## src/rtl/jt12_rst_pkg.sv

```systemverilog
// Shared types and elaboration helpers for the JT12 reset sequencer.
package jt12_rst_pkg;

  typedef enum logic [1:0] {
    ST_SYNC,
    ST_HOLD,
    ST_REL,
    ST_DONE
  } state_t;

  localparam int unsigned MIN_SYNC_STAGES = 2;
  localparam int unsigned MAX_NCH         = 8;

  function automatic int unsigned clog2(input int unsigned value);
    int unsigned res;
    res = 0;
    while ((32'd1 << res) < value) res++;
    return res;
  endfunction

  function automatic bit params_legal(input int unsigned stages, input int unsigned nch,
                                      input int unsigned hold, input int unsigned gap);
    return (stages >= MIN_SYNC_STAGES) && (nch >= 1) && (nch <= MAX_NCH) &&
           (hold >= 1) && (gap >= 1);
  endfunction

endpackage

```

## src/rtl/jt12_rst_seq_sync.sv

```systemverilog
// Reset synchroniser: asynchronous assertion, deassertion shifted through STAGES falling-edge flops.
module jt12_rst_sync
  import jt12_rst_pkg::*;
#(
  parameter int unsigned STAGES = 2
) (
  input  logic clk,
  input  logic rst_n,
  output logic sync_ok
);

  logic [STAGES-1:0] chain;

  always_ff @(negedge clk or negedge rst_n) begin
    if (!rst_n) chain <= '0;
    else        chain <= {chain[STAGES-2:0], 1'b1};
  end

  assign sync_ok = chain[STAGES-1];

endmodule

```

## src/rtl/jt12_rst_seq.sv

```systemverilog
// Sequenced reset generator: synchronised release, minimum hold, then NCH domains released in order.
// Optional soft reset request input sw_rst enabled by JT12_RST_SWREQ_EN.
module jt12_rst_seq
  import jt12_rst_pkg::*;
#(
  parameter int unsigned SYNC_STAGES = 2,
  parameter int unsigned NCH         = 3,
  parameter int unsigned HOLD        = 16,
  parameter int unsigned GAP         = 4
) (
  input  logic           clk,
  input  logic           rst_n,
`ifdef JT12_RST_SWREQ_EN
  input  logic           sw_rst,
`endif
  output logic [NCH-1:0] rst_out_n,
  output logic           done
);

  localparam int unsigned CW = clog2((HOLD > GAP) ? HOLD : GAP) + 1;
  localparam logic [CW-1:0] HOLD_M1 = CW'(HOLD - 1);
  localparam logic [CW-1:0] GAP_M1  = CW'(GAP - 1);

  if (!params_legal(SYNC_STAGES, NCH, HOLD, GAP)) begin : g_bad_params
    $error("jt12_rst_seq: illegal parameter set");
  end

  logic           sync_ok;
  state_t         state, state_nxt;
  logic [CW-1:0]  cnt, cnt_nxt;
  logic [NCH-1:0] rst_nxt, rst_shift;
  logic           done_nxt;
  logic           release_ch;

  jt12_rst_sync #(.STAGES(SYNC_STAGES)) u_sync (
    .clk     (clk),
    .rst_n   (rst_n),
    .sync_ok (sync_ok)
  );

  always_ff @(negedge clk or negedge rst_n) begin
    if (!rst_n) begin
      state     <= ST_SYNC;
      cnt       <= '0;
      rst_out_n <= '0;
      done      <= 1'b0;
    end else begin
      state     <= state_nxt;
      cnt       <= cnt_nxt;
      rst_out_n <= rst_nxt;
      done      <= done_nxt;
    end
  end

  always_comb begin
    state_nxt  = state;
    cnt_nxt    = cnt;
    rst_nxt    = rst_out_n;
    done_nxt   = done;
    release_ch = 1'b0;
    // Shifting a 1 in keeps the output a thermometer code without an index register.
    rst_shift  = (rst_out_n << 1) | NCH'(1);

    case (state)
      ST_SYNC: begin
        // The edge leaving SYNC is the first of the HOLD edges.
        if (sync_ok) begin
          if (HOLD == 1) begin
            release_ch = 1'b1;
          end else begin
            state_nxt = ST_HOLD;
            cnt_nxt   = CW'(1);
          end
        end
      end
      ST_HOLD: begin
        if (cnt == HOLD_M1)   release_ch = 1'b1;
        else if (cnt != '1)   cnt_nxt = cnt + CW'(1);
      end
      ST_REL: begin
        if (cnt == GAP_M1)    release_ch = 1'b1;
        else if (cnt != '1)   cnt_nxt = cnt + CW'(1);
      end
      default: ;
    endcase

    if (release_ch) begin
      rst_nxt = rst_shift;
      cnt_nxt = '0;
      if (rst_shift[NCH-1]) begin
        state_nxt = ST_DONE;
        done_nxt  = 1'b1;
      end else begin
        state_nxt = ST_REL;
      end
    end

`ifdef JT12_RST_SWREQ_EN
    // Soft reset leaves the sync chain alone; before sync_ok it simply keeps waiting in SYNC.
    if (sw_rst) begin
      rst_nxt   = '0;
      done_nxt  = 1'b0;
      cnt_nxt   = '0;
      state_nxt = (state == ST_SYNC && !sync_ok) ? ST_SYNC : ST_HOLD;
    end
`endif
  end

endmodule

```

## config.mk

```make
export PLATFORM = sky130hd
export DESIGN_NAME = jt12_rst_seq
export DESIGN_NICKNAME = d
export VERILOG_FILES = /design/src/rtl/jt12_rst_pkg.sv /design/src/rtl/jt12_rst_seq_sync.sv /design/src/rtl/jt12_rst_seq.sv
export SDC_FILE = /design/constraint.sdc
export NUM_CORES = 1
export LEC_CHECK = 0
export BUFFER_PORTS_ARGS = -buffer_cell sky130_fd_sc_hd__clkbuf_2
export CAP_MARGIN = 20
export CELL_PAD_IN_SITES_DETAIL_PLACEMENT = 2
export CELL_PAD_IN_SITES_GLOBAL_PLACEMENT = 2
export CORE_MARGIN = 2
export CORE_UTILIZATION = 36
export DETAILED_ROUTE_END_ITERATION = 8
export PLACE_DENSITY_LB_ADDON = 0.1
export SLEW_MARGIN = 5
export SYNTH_ARGS = -nofsm -noshare
export SYNTH_HDL_FRONTEND = slang
export SYNTH_SLANG_ARGS = --single-unit
```

## constraint.sdc

```tcl
create_clock -name clk -period 2.25 [get_ports clk]
set_clock_uncertainty 0.15 [all_clocks]
set_input_delay 0.3375 -clock clk [delete_from_list [all_inputs] [get_ports clk]]
set_output_delay 0.3375 -clock clk [all_outputs]
set_load 0.005 [all_outputs]
```

### Word-level counts from Yosys, hierarchy flattened

Index checks and enable logic that the tools add are counted.

* $add $sub $neg: 1
* multiply operators: 0
* divide/modulo/power cells: 0
* magnitude comparators: 0
* equality and inequality tests: 8
* shifts and indexed selects: 0
* multiplexer cells: 13
* bitwise gates (word level): 0
* reduce and logical (&&, ||, !) cells: 7

Operators by type and width (count)
* $mux W5: 5
* $pmux W5 S3: 1
* $mux W2: 3
* $ne A3 B3 Y1 const B: 2
* $add A5 B1 Y5 const B: 1
* $eq A5 B2 Y1 const B: 1
* $eq A5 B4 Y1 const B: 1
* $ne A5 B5 Y1 const B: 1
* $reduce_and A2 Y1: 2
* $reduce_and A4 Y1: 1
* $reduce_bool A2 Y1: 2
* $reduce_bool A4 Y1: 1
* $mux W1: 3
* $ne A3 B2 Y1 const B: 1
* $eq A2 B1 Y1 const B: 1
* $eq A2 B2 Y1 const B: 1
* $logic_not A2 Y1: 1
* $pmux W1 S2: 1

* register bits: 13
* bits in latches: 0
* bits in writable memories: 0
* bits in read-only memories: 0
* input port bits: 2
* output and inout port bits: 4
* logic and storage cells: 34
* memories kept: 0

### Logic depth before layout (Yosys ltp)

Gate-level depths: netlist of the first run.

* depth after elaboration: 5
* mapped depth: 7

### Cells and area by module

From an unflattened synthesis of the first run, not the netlist that was laid out.

* cells, all modules: 67
* area, all modules: 744.5 µm²

Modules (own cells, without submodules)
* jt12_rst_seq: times used 1, cells an instance 64, area each 690.7 µm²
* jt12_rst_sync: times used 1, cells an instance 3, area each 53.8 µm²

==> out/metrics.cfg, run 1 <==
[status]
status = finished with violations
violations = setup timing

[floorplanning]
dieWidth_um = 49.6
die_h_um = 49.6
ios = 6
start_util_pct = 38.2
row_count = 16
die-area_um2 = 2460
core_area_um2 = 1960

[critical_path]
timing.critical_path.depth = 1
cp_max_fo = 2
cp-end-kind = output port
cp.arrival_ps = 1950
rr_worst_depth = 7
path_cells = clkbuf_2
r2r_slack_ps = 110
crit_buf_inv = 1
slowest_stage = dfrtn_1
cp.required_ps = 1760
critPathLaunchType = flop
worstReg2RegEnd = cnt[3]
r2r-start = cnt[0]
cp-endpoint = rst_out_n[1]
critPathTopFamily = flip-flops
crit_path_max_incr_delay_ps = 420
path_class = reg2out
setup.worst_path.start = rst_out_n[1]

[placed_design]
dpl_cell_area_um2 = 823
dp_cells = 106
dpl.hpwl_um = 1450
port_buffers = 5
gp_congestion = 0.698

[synth]
yosys.area_share.simple_pct = 16.5
netlist_instances = 72
synthXorXnorAreaFrac_pct = 0
synth.avg_cell_area_um2 = 10.4
synth_compound_area_share_pct = 20.2
syn_nets = 82
yosys_warnings = 0
synth_fa_ha_area_share_pct = 13.4
synth_area_um2 = 749
synth_top_family_by_area = compound AO/OA/AOI/OAI gates
synth_mux_area_share_pct = 2.00
synth.distinct_cells = 28
ys_ff_latch = 13
synth-seq-area-share_pct = 43.4

[routing]
drt_wl_total_um = 1800
via_per_inst = 5.26
first_pass_iters = 2
drc_errors = 0
drtIter0Drc = 3
ant_nets = 0
wl_per_cell_um = 16.1
vias = 589

[finish]
fin_area_um2 = 865
nets = 96
syn_to_final_growth_pct = 15.4
n_antenna_cell = 0
layout-drive-gt1-share_pct = 24.7
fin_cells = 112

[power_and_ir_drop]
power_per_cell_area_nw_per_um2 = 1210
cellLeakagePower_uw = 0.000472
ir_drop_uv = 535
power_uw = 1050

[hold_path]
hold_class = reg2reg

[global_route]
grtUsageMet2_pct = 32.9
met3_usage_pct = 3.94
track_usage_pct = 17.4
overflow = 0
grt_max_degree = 14
grt_first_pass_wirelength_um = 3220
antenna_found_initial = 0
grtUsageMet1_pct = 19.3
grt_pass1_vias = 685
busiest_layer = met2

[sta]
finalHoldViolations = 0
rsz0062_at_grt = true
worst_slack_ps = -183
whs_ps = 151
setup_tns_ps = -672
slew_viol_final = 0
setup_violations = 4

[clocking]
insertion_delay_ps = 280
clock_sinks = 13
clkTransAtPathRegs_ps = 60
cts_max_path_buffers = 2
numCtsBuffers = 3
cts_tree = done
hold_buffers = 0
cts-htree-levels = 1
cts_root_buf = clkbuf_4

[job]
max-cap-violations = 0

==> how the worst min path moves through the flow <==
stage          slack (ps)  depth (start not counted)       startpoint         endpoint
2_1_floorplan         140                          0  u_sync.chain[0]  u_sync.chain[1]
3_3_place_gp          140                          0  u_sync.chain[0]  u_sync.chain[1]
3_5_place_dp          150                          0  u_sync.chain[0]  u_sync.chain[1]
4_1_cts               150                          0  u_sync.chain[0]  u_sync.chain[1]
5_1_grt               170                          0  u_sync.chain[0]  u_sync.chain[1]
6_report              150                          0  u_sync.chain[0]  u_sync.chain[1]
==> where the power goes <==
part	total, uW	internal, uW	leakage, uW	switching [uW]
Clock	153	68.9	0.0000150	84.3
Combinational	512	238	0.000293	275
Sequential	380	315	0.000164	65.4
==> metrics by stage <==
| stage | util (%) | worst slack [ps] |
|---|---|---|
| finish | 44.1 | -183 |
| global route | 44.1 | -217 |
| global placement | 42.0 | 122 |
| floorplan | - | 211 |
| detailed placement | 42.0 | 97.1 |
| CTS | 43.7 | -182 |
==> final cells by class <==
cell class              count  area [um^2]
fillers                   223         1100
multi-input cells          51          394
flip-flops and latches     13          325
repair buffers              9         55.1
well taps                  27         33.8
inverters                   8         30.0
clock buffers               4         26.3
==> timing repair <==
action / 4_1_cts / 5_1_grt
setup buffers: 1 / 1
setup endpoints to repair: 4 / 4
gates resized for setup: 0 / 2
==> registers in the layout, summed over array words and instances (netlist names) <==
register and flops:
cnt 5, done 1, state 2, rst_out_n 3
u_sync.chain 2
==> cells in the mapped netlist (all sizes together) <==
cell type | count | share of area [%]
a211o | 1 | 1.2
or3b | 1 | 1.5
o211ai | 1 | 1.0
ha | 8 | 13
dfrtn | 13 | 43
a21boi | 1 | 1.5
nand2 | 8 | 4.3
and3 | 2 | 1.8
a21o | 2 | 2.0
o21a | 1 | 2.0
a31oi | 1 | 0.84
or2b | 1 | 1.0
mux2 | 1 | 2.0
inv | 8 | 4.0
nand2b | 4 | 3.3
nand3 | 1 | 0.67
nor3 | 2 | 1.3
a22oi | 1 | 1.0
conb | 1 | 0.50
a21oi | 1 | 0.67
o21ai | 7 | 5.7
o221ai | 1 | 2.0
nor4 | 2 | 1.7
nand4 | 1 | 0.84
a22o | 2 | 2.3
==> per-layer routing <==
| layer | vias to the layer above | share of wire, % |
|---|---|---|
| met2 | 7 | 55 |
| met3 | 2 | 2.3 |
| met4 | 0 | 0.55 |
| li1 | 279 | - |
| met5 | - | 0 |
| met1 | 301 | 42 |
==> placed cells by master (no fill, tap or decap), types with 2 or more instances in the layout <==
| cell type | n |
|---|---|
| buf_4 | 4 |
| clkbuf_4 | 3 |
| nand2b_1 | 4 |
| a21o_1 | 2 |
| nand2_1 | 7 |
| ha_1 | 8 |
| nor3_1 | 2 |
| o21ai_2 | 2 |
| nor4_1 | 2 |
| clkbuf_2 | 3 |
| o21ai_0 | 5 |
| a22o_1 | 2 |
| inv_1 | 8 |
| dfrtn_1 | 13 |
| buf_2 | 2 |
==> cell families (layout without fill, tap and decap cells) <==
logic type,count (synthesis),in the layout
simple gates,22,22
compound gates,19,19
flops,13,13
fa+ha+maj,8,8
buf+inv,8,21
other cells,1,1
mux,1,1
Power figures use the tool's default switching activity.
==> run 2: changes to the inputs <==
--- a/config.mk
+++ b/config.mk
@@ -5,12 +5,13 @@
 export SDC_FILE = /design/constraint.sdc
 export NUM_CORES = 1
 export LEC_CHECK = 0
+export ABC_AREA = 1
 export BUFFER_PORTS_ARGS = -buffer_cell sky130_fd_sc_hd__clkbuf_2
 export CAP_MARGIN = 20
 export CELL_PAD_IN_SITES_DETAIL_PLACEMENT = 2
 export CELL_PAD_IN_SITES_GLOBAL_PLACEMENT = 2
 export CORE_MARGIN = 2
-export CORE_UTILIZATION = 36
+export CORE_UTILIZATION = 34
 export DETAILED_ROUTE_END_ITERATION = 8
 export PLACE_DENSITY_LB_ADDON = 0.1
 export SLEW_MARGIN = 5
==> run 2 against run 1 <==
  * The flow still finishes with violations (setup timing)
  * Area after synthesis fell by 0.83%
  * Non-clock buffer count fell by 3
  * Sequential cell count did not move
  * Cell count rose by 9.8%
==> out/metrics.cfg, run 2 <==
[sta]
setup_tns_ps = -751  ; -79.2 ps
setup_violations = 4  ; unchanged
rsz0062_at_grt = true
slew_viol_final = 0  ; unchanged
finalHoldViolations = 0  ; unchanged
worst_slack_ps = -210  ; -26.9 ps
whs_ps = 153  ; +2.15 ps

[synth]
yosysMostFrequentCell = nand2_1
ys_ff_latch = 13  ; unchanged
netlist_instances = 86  ; +19%
synth_edf_count = 0  ; unchanged
netlist.area_leader.share_pct = 43.8  ; +0.37 points
synth.distinct_cells = 16  ; -43%
syn_nets = 96  ; +17%
synth.avg_cell_area_um2 = 8.64  ; -17%
ys_top_cells_by_area = dfrtn_1, ha_1, nand2_1
synth_area_um2 = 743  ; -0.83%
synth-seq-area-share_pct = 43.8  ; +0.37 points
async_reset_ff_share_pct = 100  ; unchanged
yosysTopAreaCell = dfrtn_1
synthFlopType = dfrtn_1
yosys_warnings = 0  ; unchanged
ys_top_cells_by_count = nand2_1, dfrtn_1, inv_1

[clocking]
hold_buffers = 0  ; unchanged
cts_root_buf = clkbuf_4
clock_sinks = 13  ; unchanged
insertion_delay_ps = 290  ; about the same
clkTransAtPathRegs_ps = 70  ; about the same
cts-htree-levels = 1  ; unchanged
cts_max_path_buffers = 2  ; unchanged
numCtsBuffers = 3  ; unchanged
cts_tree = done

[floorplanning]
die-area_um2 = 2580  ; +4.6%
die_h_um = 50.8  ; +2.3%
start_util_pct = 37.1  ; -1.1 points
dieWidth_um = 50.8  ; +2.3%
row_count = 16  ; unchanged
core_area_um2 = 2000  ; +2.0%
ios = 6  ; unchanged

[critical_path]
critPathLaunchType = flop
cp.arrival_ps = 1970  ; +20 ps
path_cells = clkbuf_2
critPathTopFamily = flip-flops
cp_max_fo = 3  ; +1
cp.required_ps = 1760  ; about the same
cp-end-kind = output port
crit_buf_inv = 1  ; unchanged
slowest_stage = dfrtn_1
crit_path_max_incr_delay_ps = 430  ; about the same
path_class = reg2out

[global_route]
overflow = 0  ; unchanged
antenna_found_initial = 0  ; unchanged
track_usage_pct = 17.1  ; -0.30 points
grt_max_degree = 14  ; unchanged
grt_pass1_vias = 667  ; -2.6%
grt_first_pass_wirelength_um = 3120  ; -3.2%

[finish]
n_antenna_cell = 0  ; unchanged
final_cell_mix = nand2_1, inv_1, dfrtn_1
fin_util_pct = 41.9  ; -2.1 points
layout-drive-gt1-share_pct = 18.8  ; -6.0 points
final_common_cell = nand2_1
largest_reg_flops = 5  ; unchanged
nets = 107  ; +11%
largest_register = cnt
syn_to_final_growth_pct = 13.0
fin_area_um2 = 840  ; -2.9%
top_regs = cnt x5, rst_out_n x3

[placed_design]
dpl_cell_area_um2 = 802  ; -2.6%
port_buffers = 5  ; unchanged
gp_congestion = 0.727  ; +4.2%
dpl.hpwl_um = 1260  ; -13%

[routing]
via_per_inst = 4.72  ; -10%
first_pass_iters = 4  ; +2
drt_wl_total_um = 1690  ; -6.0%
drc_errors = 0  ; unchanged
ant_nets = 0  ; unchanged
drtIter0Drc = 5  ; +2
wl_per_cell_um = 13.8  ; -14%
vias = 581  ; -1.4%

[power_and_ir_drop]
cellLeakagePower_uw = 0.000474  ; +0.55%
power_per_cell_area_nw_per_um2 = 1120  ; -7.7%
ir_drop_uv = 378  ; -29%

[job]
max-cap-violations = 0  ; unchanged

[status]
status = finished with violations
violations = setup timing

[hold_path]
hold_class = reg2reg

[run 2: worst paths after layout]
kind / depth (start not counted) / from / slack (ps) / endpoint
min in group asynchronous: 1 / rst_n / 790 / done
min: 0 / u_sync.chain[0] / 150 / u_sync.chain[1]
max: 1 / rst_out_n[1] / -210 / rst_out_n[1]
max in group asynchronous: 1 / rst_n / 870 / cnt[4]
min reg2reg: 0 / u_sync.chain[0] / 150 / u_sync.chain[1]
max reg2reg: 11 / cnt[0] / 230 / cnt[4]
[run 2: cells by family after synthesis]
kind of cell	after synthesis	synth area share, %
adder cells (fa/ha/maj)	8	13.5
other	1	0.505
XOR/XNOR	1	1.18
buffers and inverters	13	6.57
AO/OA/AOI/OAI	7	7.24
AND/OR/NAND/NOR	43	27.3
flip-flops	13	43.8
[run 2: final cells by class]
cell class | count | area (um^2)
inverter | 13 | 48.8
multi-input combinational | 60 | 372
timing repair buffer | 6 | 32.5
clock buffer | 3 | 22.5
clock inverter | 1 | 5.00
sequential | 13 | 325
tap | 27 | 33.8
fill | 248 | 1160
[run 2: repair_timing]
action / CTS / global route
pin swaps: 0 / 0
gates resized for setup: 0 / 1
setup buffers: 0 / 1
endpoints found under the setup margin: 4 / 8
[run 2: layer usage]
metal  GRT usage (%)  up-vias  routed length [um]
met4            6.76        0                  12
li1                -      290                   -
met1            21.7      284                 818
met2            26.1        5                 821
met5               0        -                   0
met3            6.25        2                  41
[run 2: report_power, final]
part / leakage, uW / switching (uW) / internal (uW) / total, uW
logic: 0.000293 / 230 / 163 / 392
clock network: 0.0000177 / 91.5 / 66.2 / 158
registers: 0.000164 / 74.2 / 313 / 387
[run 2: through the flow]
step                worst slack, ps  total power (uW)  instances
finish                         -210               937        123
global route                   -255              1050        123
CTS                            -232               956        122
detailed placement              104               786        118
global placement                113               769        118
floorplan                       226               669         86
[run 2: worst reg2reg max path, delay by kind of cell (launching register included)]
family,cells,cell delay (ps)
adders and majority gates,2,410
DFF,1,490
and+or+nand+nor,9,810
